File: src/rtl/rr_mux_arbiter.sv
// rr_mux_arbiter: round-robin arbiter for four requesters sharing one port through a 4:1 mux.
// A grant is held until done, abandonment, or timeout, and is always followed by one idle cycle.
module rr_mux_arbiter #(
   parameter int TIMEOUT = 16,
   parameter int CNT_W   = 8
) (
   input  logic       clk_i,
   input  logic       rst_i,
   input  logic [3:0] req_i,
   input  logic       done_i,
   output logic [3:0] grant_o,
   output logic [1:0] select_o,
   output logic       busy_o,
   output logic       timeout_o
);
   typedef enum logic {IDLE, GRANT} state_e;
   state_e           state_q, state_d;
   logic [3:0]       grant_q, grant_d;
   logic [1:0]       sel_q, sel_d, last_q, last_d, win;
   logic [CNT_W-1:0] cnt_q, cnt_d;
   logic             to_q, to_d, expired;
   // Scan from the farthest candidate back to the nearest so the first hit after last_q wins.
   always_comb begin
      win = '0;
      for (int i = 4; i >= 1; i--)
         if (req_i[2'(last_q + 2'(i))]) win = 2'(last_q + 2'(i));
   end
   assign expired = cnt_q == CNT_W'(TIMEOUT);
   always_comb begin
      state_d = state_q;
      grant_d = grant_q;
      sel_d   = sel_q;
      last_d  = last_q;
      cnt_d   = cnt_q;
      to_d    = 1'b0;
      if (state_q == IDLE) begin
         if (|req_i) begin
            state_d = GRANT;
            grant_d = 4'b0001 << win;
            sel_d   = win;
            cnt_d   = CNT_W'(1);
         end
      end else if (done_i || !req_i[sel_q] || expired) begin
         state_d = IDLE;
         grant_d = '0;
         last_d  = sel_q;
         cnt_d   = '0;
         to_d    = !done_i && expired;
      end else begin
         cnt_d   = cnt_q + CNT_W'(1);
      end
   end
   always_ff @(posedge clk_i or negedge rst_i) begin
      if (!rst_i) begin
         state_q <= IDLE;
         grant_q <= '0;
         sel_q   <= '0;
         last_q  <= 2'd3;
         cnt_q   <= '0;
         to_q    <= 1'b0;
      end else begin
         state_q <= state_d;
         grant_q <= grant_d;
         sel_q   <= sel_d;
         last_q  <= last_d;
         cnt_q   <= cnt_d;
         to_q    <= to_d;
      end
   end
   assign grant_o   = grant_q;
   assign select_o  = sel_q;
   assign busy_o    = |grant_q;
   assign timeout_o = to_q;
endmodule

File: config.mk
export PLATFORM = sky130hd
export DESIGN_NAME = rr_mux_arbiter
export DESIGN_NICKNAME = d
export VERILOG_FILES = /design/src/rtl/rr_mux_arbiter.sv
export SDC_FILE = /design/constraint.sdc
export NUM_CORES = 1
export LEC_CHECK = 0
export ABC_AREA = 1
export BUFFER_PORTS_ARGS = -buffer_cell sky130_fd_sc_hd__buf_2
export CORE_ASPECT_RATIO = 0.8
export CORE_MARGIN = 5
export CORE_UTILIZATION = 45
export CTS_CLUSTER_SIZE = 28
export DETAILED_ROUTE_END_ITERATION = 6
export PLACE_DENSITY = 0.62
export SYNTH_ARGS = -nofsm -noshare
export SYNTH_HDL_FRONTEND = slang
export SYNTH_SLANG_ARGS = --single-unit
export TNS_END_PERCENT = 1
File: constraint.sdc
create_clock -name clk_i -period 1.6 [get_ports clk_i]
set_input_delay 0 -clock clk_i [delete_from_list [all_inputs] [get_ports clk_i]]
set_output_delay 0 -clock clk_i [all_outputs]
set_load 0.02 [all_outputs]
==> metrics.cfg <==
[floorplanning]
start_util = 0.4736
die_width_um = 66.92
die_area_um2 = 3716
core_area_um2 = 2462
dieHeight_um = 55.53
num_rows = 16
ios = 15

[yosys]
seq_area_frac_synth = 0.3884
synth_top_area_cell = dfrtp_1
synthesis.nets = 160
syn_area_um2 = 1166
ys_seq_elements = 18
synth_cell_types = 27
synthTopCellsByArea = dfrtp_1 (34%), nand2_1 (12%), inv_1 (6.8%), nand2_2 (5.4%), dfstp_2 (4.5%)
yosysTopAreaCellShare = 0.3433
synth_cells = 151
yosys_warnings = 0
synth.avg_cell_area_um2 = 7.723

[cts]
cts_buffers = 3
cts_root_buf = clkbuf_4
clk_pin_slew_ns = 0.11
cts_sinks = 18
cts_tree = built
clk_latency_ns = 0.30
h-tree-depth = 1
clockBufferDepth = 2

[worst_setup_path]
crit_chain = buf_4, nand2_2, nand2_4, nor2_4, nor2_4, o21ai_2, nand2_2, nand2_4, nor2_4, nand2_1, nand2_1
crit_type = flop to flop
r2r_slack_ns = -0.02
path_delay_family = simple AND/OR/NAND/NOR gates
r2r-start = last_q[0]
crit_top_cell = nor2_4
worstPathMaxFanout = 4
required_ns = 1.84
max_stage_delay_ns = 0.57
crit_buf_inv = 1
worst_setup_path_end_kind = flop
worst_setup_path_start_kind = flop
critical_path_arrival_ns = 1.86
r2r-end = grant_o[2]
crit_slowest_cell = dfstp_2
r2r_cells = 11

[detailed_routing]
wl_um = 2970
route.detailed.drc = 0
dr.pass1.iters = 4
wl_per_cell_um = 13.88
initialDrtViolationCount = 56
dr_total_vias = 1032
postRouteAntennaNets = 0
viasPerCell = 4.822

[pwr]
ir_drop_mv = 1.109
p_int_mw = 1.429
pwr-share-seq = 0.249
clkPwrFrac = 0.099
p_sw_frac = 0.5010
p_leak_nw = 0.7338
p_per_area_nw_per_um2 = 1967
p_comb_frac = 0.652
total_power_mw = 2.864
switchingPower_mw = 1.435

[grt]
antenna_found_initial = 0
grt_overflow = 0
grt.total_usage = 0.1582
grt_pass1_vias = 1012
grt_pass1_wl_um = 4574
grt_max_degree = 19

[sta]
setup_ws_ns = -0.02120
fmax_ghz = 0.6168
finalClockSkew_ns = 0.006653
drv_slew = 0
hold_viol_final = 0
tns_ns = -0.03183
maxSlewHeadroom = 0.7236
rsz0062_at_grt = yes
period_share = 1.013
worst_pin_slew_ns = 0.4146
post-route-min-period_ns = 1.621
setup_viol = 2

[place]
placed_area_um2 = 1277
dp_hpwl_um = 1955
dp_slack_ns = -0.01027
port_buffers = 14
gp_congestion = 0.8119

[flow_run]
maxCapViolations = 0

[final_layout]
n_antenna_cell = 0
design_area_um2 = 1456
final_nets = 188
fin_util = 0.5915
fillers = 231
drive_above_1_share = 0.3596
syn_to_final_growth_pct = 24.89

[min_path]
hold_path.class = primary input to asynchronous set/reset pin

[status]
violations = setup timing
outcome = finished with violations

[synth_stat cells]
library cell	instances
inv_8	1
inv_2	4
nand2_2	10
o22ai_1	4
o21ai_0	9
nand4_1	2
a31oi_1	1
nand3_2	1
nor3_1	5
a21oi_1	4
nor2_1	6
nand2_1	36
dfrtp_1	16
ha_1	2
nand2_4	4
or4_1	1
o21ai_2	1
dfstp_2	2
nand3_1	8
a21oi_2	1
inv_1	21
buf_6	1
nor2_4	3
xnor2_1	1
nor2_2	1
xor2_1	5
o21ai_1	1
[logic make-up (layout without fill, tap and decap cells)]
| family | count (synthesis) | count (layout) | synth area share |
|---|---|---|---|
| adders and majority gates | 2 | 2 | 0.02146 |
| xor gates and xnor gates | 6 | 6 | 0.04506 |
| buffers and inverters | 27 | 54 | 0.09978 |
| DFF | 18 | 18 | 0.3884 |
| AOI/OAI and AO/OA | 21 | 21 | 0.1019 |
| and+or+nand+nor | 77 | 77 | 0.3433 |
[registers in the layout (all words and copies together) (netlist names)]
name,cells
cnt_q,8
state_q,1
grant_o,4
last_q,2
timeout_o,1
select_o,2
[cells in the final DEF, fill, tap and decap left out, types with 2 or more instances in the layout]
cell and count:
nor2_1 6, dlygate4sd3_1 2, o21ai_1 3, clkbuf_4 3
a21oi_1 3, dfrtp_1 16, o22ai_1 4, buf_4 6
inv_2 4, nor2_4 4, xor2_1 5, buf_2 14
ha_1 2, a21oi_2 2, o21ai_0 7, nand3_1 5
nand2_1 31, nand3_2 4, nand2_2 12, inv_1 21
nand2_4 7, dfstp_2 2, nor3_1 4, nand4_1 2
buf_6 2
[worst max-delay path by stage]
stage	startpoint	endpoint	cells after the start
4_1_cts	last_q[0]	grant_o[2]	12
3_5_place_dp	last_q[0]	grant_o[2]	10
2_1_floorplan	last_q[0]	grant_o[2]	12
6_report	last_q[0]	grant_o[2]	11
5_1_grt	last_q[0]	grant_o[3]	11
3_3_place_gp	last_q[0]	grant_o[2]	10
[power by group through the flow]
stage | Clock [mW] | Combinational, mW | Sequential [mW]
6_report | 0.284 | 1.87 | 0.712
5_1_grt | 0.312 | 2.04 | 0.733
4_1_cts | 0.293 | 1.49 | 0.708
3_5_place_dp | 0 | 1.39 | 0.758
3_3_place_gp | 0 | 1.37 | 0.750
2_1_floorplan | 0 | 1.11 | 0.747
[layout make-up]
class	count	area, µm²	share of cell area
repair buffers	24	157.7	0.1082
clock buffers	4	36.28	0.02491
inverters	26	105.1	0.07216
flip-flops and latches	18	452.9	0.3110
well taps	36	45.04	0.03093
multi-input cells	106	659.4	0.4527
[per-layer routing]
metal  track usage  vias up  routed length [µm]
li1              -      530                   -
met1        0.2469      473                1459
met2        0.2133       27                1345
met3       0.04260        2                 149
met4       0.03468        0                  15
met5             0        -                   0
[through the flow]
stage | hold WS, ns | instances
floorplan | -0.2956 | 151
global placement | -0.04797 | 201
detailed placement | -0.04641 | 201
CTS | 0.1595 | 210
global route | 0.1808 | 214
finish | 0.1564 | 214
[what timing repair did]
item | 4_1_cts | 5_1_grt
buffers inserted | 3 | 4
hold endpoints to repair | 19 | 0
resized for setup | 1 | 20
pin swaps | 0 | 14
hold buffers | 2 | 0
endpoints found under the setup margin | 4 | 6
(Power assumes the default switching activity.)
